[src/rtl/temporizador_param.sv]
// temporizador_param: multi-channel programmable tick generator with a
// half-second square wave, a once-per-second heartbeat and a debounced,
// stretched soft-reset request derived from a raw push-button.
//
// Ports:
//   clock_in   system clock, all logic on its rising edge
//   reset_n    asynchronous active-low reset
//   reset_btn  raw active-high push-button (asynchronous)
//   enable     1 = channel and half-second counters run, 0 = hold
//   div_we     one-cycle divisor write strobe
//   div_sel    channel addressed by div_we (out-of-range ignored)
//   div_data   divisor value written into the channel shadow register
//   ch_tick    per-channel one-cycle tick strobe
//   ch_sq      per-channel square wave, toggles on every tick
//   medio_sg   toggles every half second
//   latido     heartbeat, high LATIDO_CYC cycles once per second
//   rst_out    debounced, stretched soft-reset request
module temporizador_param #(
  parameter int unsigned           CLK_HZ       = 12000000,
  parameter int unsigned           N_CH         = 4,
  parameter int unsigned           DIV_W        = 24,
  parameter logic [N_CH*DIV_W-1:0] DIV_INIT     = {N_CH{DIV_W'(750)}},
  parameter int unsigned           LATIDO_CYC   = CLK_HZ / 10,
  parameter int unsigned           DEBOUNCE_CYC = 1200,
  parameter int unsigned           RST_HOLD_CYC = 1200,
  localparam int unsigned          SEL_W        = (N_CH > 1) ? $clog2(N_CH) : 1
) (
  input  logic             clock_in,
  input  logic             reset_n,
  input  logic             reset_btn,
  input  logic             enable,
  input  logic             div_we,
  input  logic [SEL_W-1:0] div_sel,
  input  logic [DIV_W-1:0] div_data,
  output logic [N_CH-1:0]  ch_tick,
  output logic [N_CH-1:0]  ch_sq,
  output logic             medio_sg,
  output logic             latido,
  output logic             rst_out
);

  localparam int unsigned HALF      = (CLK_HZ / 2 > 0) ? CLK_HZ / 2 : 1;
  localparam int unsigned HALF_W    = (HALF > 1) ? $clog2(HALF) : 1;
  localparam int unsigned BTN_MAX0  = (DEBOUNCE_CYC > RST_HOLD_CYC) ? DEBOUNCE_CYC : RST_HOLD_CYC;
  localparam int unsigned BTN_MAX   = (BTN_MAX0 > 0) ? BTN_MAX0 : 1;
  localparam int unsigned BCNT_W    = $clog2(BTN_MAX + 1);
  localparam int unsigned DB_LAST   = (DEBOUNCE_CYC > 0) ? DEBOUNCE_CYC - 1 : 0;
  localparam int unsigned HOLD_LAST = (RST_HOLD_CYC > 0) ? RST_HOLD_CYC - 1 : 0;

  localparam logic [1:0] S_IDLE    = 2'd0;
  localparam logic [1:0] S_PRESSED = 2'd1;
  localparam logic [1:0] S_HOLD    = 2'd2;

  // Two-flop synchronizer for the raw button
  logic [1:0] r_sync;
  logic       w_btn_s;

  always_ff @(posedge clock_in or negedge reset_n) begin
    if (!reset_n) r_sync <= 2'b00;
    else          r_sync <= {r_sync[0], reset_btn};
  end

  assign w_btn_s = r_sync[1];

  // Button FSM: state register
  logic [1:0]        r_state, w_state_nx;
  logic [BCNT_W-1:0] r_bcnt, w_bcnt_nx;
  logic              r_rst_out;

  always_ff @(posedge clock_in or negedge reset_n) begin
    if (!reset_n) begin
      r_state   <= S_IDLE;
      r_bcnt    <= '0;
      r_rst_out <= 1'b0;
    end else begin
      r_state   <= w_state_nx;
      r_bcnt    <= w_bcnt_nx;
      r_rst_out <= (w_state_nx != S_IDLE);
    end
  end

  // Button FSM: the counter measures the current run of stable input
  // (or the hold time in HOLD) and restarts on every transition.
  always_comb begin
    w_state_nx = r_state;
    w_bcnt_nx  = r_bcnt + BCNT_W'(1);
    case (r_state)
      S_IDLE: begin
        if (!w_btn_s) begin
          w_bcnt_nx = '0;
        end else if (r_bcnt >= BCNT_W'(DB_LAST)) begin
          w_state_nx = S_PRESSED;
          w_bcnt_nx  = '0;
        end
      end
      S_PRESSED: begin
        if (w_btn_s) begin
          w_bcnt_nx = '0;
        end else if (r_bcnt >= BCNT_W'(DB_LAST)) begin
          w_state_nx = S_HOLD;
          w_bcnt_nx  = '0;
        end
      end
      S_HOLD: begin
        if (w_btn_s) begin
          w_state_nx = S_PRESSED;
          w_bcnt_nx  = '0;
        end else if (r_bcnt >= BCNT_W'(HOLD_LAST)) begin
          w_state_nx = S_IDLE;
          w_bcnt_nx  = '0;
        end
      end
      default: begin
        w_state_nx = S_IDLE;
        w_bcnt_nx  = '0;
      end
    endcase
  end

  assign rst_out = r_rst_out;

  // Tick channels
  genvar g;
  for (g = 0; g < N_CH; g = g + 1) begin : g_ch
    localparam logic [DIV_W-1:0] INIT_D = DIV_INIT[g*DIV_W +: DIV_W];
    localparam logic [DIV_W-1:0] INIT_C = (INIT_D == '0) ? '0 : INIT_D - DIV_W'(1);

    logic [DIV_W-1:0] r_div, r_shd, r_cnt;
    logic             r_pend, r_tick, r_sq;
    logic             w_wr, w_tc, w_consume;
    logic [DIV_W-1:0] w_reload;

    assign w_wr      = div_we && (div_sel == SEL_W'(g));
    assign w_tc      = !r_rst_out && enable && (r_div != '0) && (r_cnt == '0);
    assign w_reload  = r_pend ? r_shd : r_div;
    // A pending shadow is consumed at terminal count, or at once when disabled
    assign w_consume = !r_rst_out && r_pend && ((r_div == '0) || w_tc);

    always_ff @(posedge clock_in or negedge reset_n) begin
      if (!reset_n) begin
        r_div  <= INIT_D;
        r_shd  <= INIT_D;
        r_pend <= 1'b0;
        r_cnt  <= INIT_C;
        r_tick <= 1'b0;
        r_sq   <= 1'b0;
      end else begin
        if (r_rst_out) begin
          r_cnt  <= INIT_C;
          r_tick <= 1'b0;
          r_sq   <= 1'b0;
        end else if (r_div == '0) begin
          r_cnt  <= '0;
          r_tick <= 1'b0;
          if (r_pend) r_div <= r_shd;
        end else if (enable) begin
          r_tick <= (r_cnt == '0);
          if (r_cnt == '0) begin
            r_sq  <= ~r_sq;
            r_div <= w_reload;
            r_cnt <= (w_reload == '0) ? '0 : w_reload - DIV_W'(1);
          end else begin
            r_cnt <= r_cnt - DIV_W'(1);
          end
        end else begin
          r_tick <= 1'b0;
        end

        // A new write always wins over consumption, so a write landing on a
        // terminal count waits for the following one.
        if (w_wr) begin
          r_shd  <= div_data;
          r_pend <= 1'b1;
        end else if (w_consume) begin
          r_pend <= 1'b0;
        end
      end
    end

    assign ch_tick[g] = r_tick;
    assign ch_sq[g]   = r_sq;
  end

  // Half-second counter, square wave and heartbeat
  logic [HALF_W-1:0] r_half;
  logic              r_medio, r_latido;

  always_ff @(posedge clock_in or negedge reset_n) begin
    if (!reset_n) begin
      r_half   <= '0;
      r_medio  <= 1'b0;
      r_latido <= 1'b0;
    end else if (r_rst_out) begin
      r_half   <= '0;
      r_medio  <= 1'b0;
      r_latido <= 1'b0;
    end else begin
      r_latido <= r_medio && (32'(r_half) < LATIDO_CYC);
      if (enable) begin
        if (r_half == HALF_W'(HALF - 1)) begin
          r_half  <= '0;
          r_medio <= ~r_medio;
        end else begin
          r_half <= r_half + HALF_W'(1);
        end
      end
    end
  end

  assign medio_sg = r_medio;
  assign latido   = r_latido;

endmodule

[config.mk]
export PLATFORM = sky130hd
export DESIGN_NAME = temporizador_param
export DESIGN_NICKNAME = d
export VERILOG_FILES = /design/src/rtl/temporizador_param.sv
export SDC_FILE = /design/constraint.sdc
export NUM_CORES = 1
export LEC_CHECK = 0
export CAP_MARGIN = 20
export CORE_MARGIN = 4
export CORE_UTILIZATION = 50
export CTS_CLUSTER_DIAMETER = 40
export DETAILED_ROUTE_END_ITERATION = 10
export PLACE_DENSITY_LB_ADDON = 0.12
export SYNTH_ARGS = -nofsm -noshare
export SYNTH_HDL_FRONTEND = slang
export SYNTH_SLANG_ARGS = --single-unit
[constraint.sdc]
create_clock -name clock_in -period 3.5 [get_ports clock_in]
set_input_delay 0.7 -clock clock_in [delete_from_list [all_inputs] [get_ports clock_in]]
set_output_delay 0.7 -clock clock_in [all_outputs]
set_load 0.02 [all_outputs]
==> metrics <==
Mean Syn Cell Area 9.80 um^2; Worst Path Arrival 3.59 ns; Clock Latency Late Sink 0.60 ns; Post-Place Worst Slack 0.424 ns; core area 0.0398 mm^2; CP Launch Type register; clk sink count 341; total CTS buffers 57; R2R cell count 7; Area after DPL 0.0212 mm^2; setup slack, reg-to-reg 0.38 ns; Multi-input gate area 0.0109 mm^2; die height 209 um; routed vias/inst 6.02; HPWL after DPL 37.8 mm; Area growth syn-to-layout 14.8%; first-pass GRT wire length 87.1 mm; Starting Density 50.7%; Worst-path clk slew 0.06 ns; CTS tree built; depth of the CTS H-tree 2; # diodes 0; EDFF count, synth 0; final period utilization 89.0%; Die Area 0.0436 mm^2; FP Rows 73; setup TNS 0 ns; # IOs 42; RD Place Congestion 0.911; gr ovfl total 0; Static Leak 10.1 nW; Final Setup Violations 0; fin area 0.0232 mm^2; fill count 3427; RSZ-0062 raised after global routing false; synth unique cells 93; post-synth top area cell dfrtp_1; Hold Path Class in -> async; post-layout min period 3.12 ns; slew margin rel. 55.2%; PostCTS Resize Cnt 0; commonest non-fill, non-tap cell in the layout dfrtp_1; vias 16200; most frequent cells in the layout dfrtp_1 (254), nor2_1 (193), mux2_2 (135), o21ai_0 (133); Power Total 0.0148 W; WP data required 3.98 ns; DRC viols 0; Synth Warn # 0; Peak VDD IR 470 uV; Hold WS 0.0924 ns; PortBufs 41; Max-Cap Viols 0; Final Hold Viols 0; largest fanout on the critical path 18; post-DR wirelength/cell 20.0 um; antenna violations before repair 3; final wirelength 53.6 mm; number of global-route vias before repair 15700; clk root buf clkbuf_16; RR Startpoint g_ch[0].r_div[0]$_DFFE_PN0P_; sequential cell area 0.00864 mm^2; status completed; cts hold-fix bufs 0; layout cell share with drive strength beyond 1 20.5%; worst-case clock buffer depth 3; top-area cell type share of the netlist area 31.9%; Mapped Cells 2058; Nets 2165; CP endpoint kind register; Setup CP Type reg -> reg; largest net degree at the start of global routing 82; top_reg_cell synth dfrtp_1; post-synthesis async set-or-reset flop share 100%; slew of the pin with the lowest slew margin 0.672 ns; clk_skew 0.0268 ns; Synthesized Nets 2111; Pre-antenna DRT Iters 6; Pins Over Slew Limit 0; GR Util All Layers 24.4%; Setup Fix Bufs, Post-CTS 0; Power Density 637 mW/mm^2; post-synthesis sequential area ratio 42.8%; r2r endpoint g_ch[0].r_div[12]$_DFFE_PN0P_; drt first-iter violations 1154; Yosys reg bits 341; Mapped Area 0.0202 mm^2; fmax 0.321 GHz; final setup margin 0.385 ns; Area contributors post-synth dfrtp_1 (32%), dfstp_2 (11%), mux2_2 (7.5%), mux2i_1 (4.2%), nor2_1 (3.6%); final antenna-violating net count 0; Die W 209 um
-- through the flow --
stage | instances | util [%]
5_1_grt | 2685 | 58.2
4_1_cts | 2685 | 58.2
6_report | 2685 | 58.2
3_3_place_gp | 2578 | 53.2
2_1_floorplan | 2058 | -
3_5_place_dp | 2578 | 53.2
-- cell usage after synthesis (42+ instances only) --
cell,count
a21oi_1,106
clkbuf_1,50
dfrtp_1,257
dfstp_2,84
mux2_2,135
mux2i_1,84
nand2_1,126
nand3_1,56
nor2_1,193
nor3_1,126
nor4_1,42
o21ai_0,133
xnor2_1,61
xor2_1,73
-- flip-flops by register name, indices dropped and copies added, names as in the netlist --
name         cells
r_bcnt          11
g_ch.r_tick      4
g_ch.r_shd      96
r_sync           2
g_ch.r_pend      4
medio_sg         1
rst_out          1
r_state          2
g_ch.r_div      96
g_ch.r_sq        4
latido           1
g_ch.r_cnt      96
r_half          23
-- per-layer routing --
layer | GRT usage [%] | share of wire [%]
met3 | 3.39 | 5.7
met1 | 35.1 | 45
met5 | 0 | 0
met2 | 38.2 | 46
met4 | 8.44 | 3.1
-- worst max-delay path by stage --
stage / cells past startpoint / to / startpoint / slack (ns)
after global placement: 7 / g_ch[0].r_div[4]$_DFFE_PN0P_ / g_ch[0].r_div[0]$_DFFE_PN0P_ / 0.48
after floorplan: 11 / g_ch[1].r_cnt[16]$_DFFE_PN0P_ / g_ch[1].r_pend$_DFFE_PN0P_ / 0.17
after global routing: 7 / g_ch[0].r_cnt[20]$_DFFE_PN0P_ / g_ch[0].r_pend$_DFFE_PN0P_ / 0.17
after CTS: 7 / g_ch[0].r_div[12]$_DFFE_PN0P_ / g_ch[0].r_div[0]$_DFFE_PN0P_ / 0.40
after detailed placement: 7 / g_ch[0].r_div[13]$_DFFE_PN0P_ / g_ch[0].r_div[0]$_DFFE_PN0P_ / 0.42
final: 7 / g_ch[0].r_div[12]$_DFFE_PN0P_ / g_ch[0].r_div[0]$_DFFE_PN0P_ / 0.38
-- layout make-up --
class | count | share of cell area, %
multi-input cells | 1591 | 47.1
flip-flops and latches | 341 | 37.3
clock buffers | 60 | 6.34
repair buffers | 93 | 3.78
well taps | 525 | 2.84
clock inverters | 47 | 2.14
inverters | 28 | 0.454
-- worst max-delay path: stages (launching register included) --
cell     delay [ns]
dfrtp_1        0.41
or4_1          0.62
or2_1          0.27
or3_1          0.63
a21oi_4        0.32
and2_1         0.18
buf_4          0.21
mux2_1         0.34
-- power breakdown --
group	leakage, nW	switching [W]	internal, W
registers	4.20	0.000887	0.00485
clock network	0.944	0.00217	0.00349
logic	4.97	0.00182	0.00155
total	10.1	0.00487	0.00989
-- logic make-up (layout without fill, tap and decap cells) --
logic type | after synthesis | in the layout | share of synthesized area (%)
flip-flops | 341 | 341 | 42.8
multiplexers | 269 | 269 | 14.9
buffers and inverters | 126 | 228 | 3.13
XOR/XNOR | 134 | 134 | 5.82
AO/OA/AOI/OAI | 414 | 414 | 12.7
adder cells (fa/ha/maj) | 22 | 22 | 1.36
AND/OR/NAND/NOR | 752 | 752 | 19.3
Power figures use the tool's default switching activity.
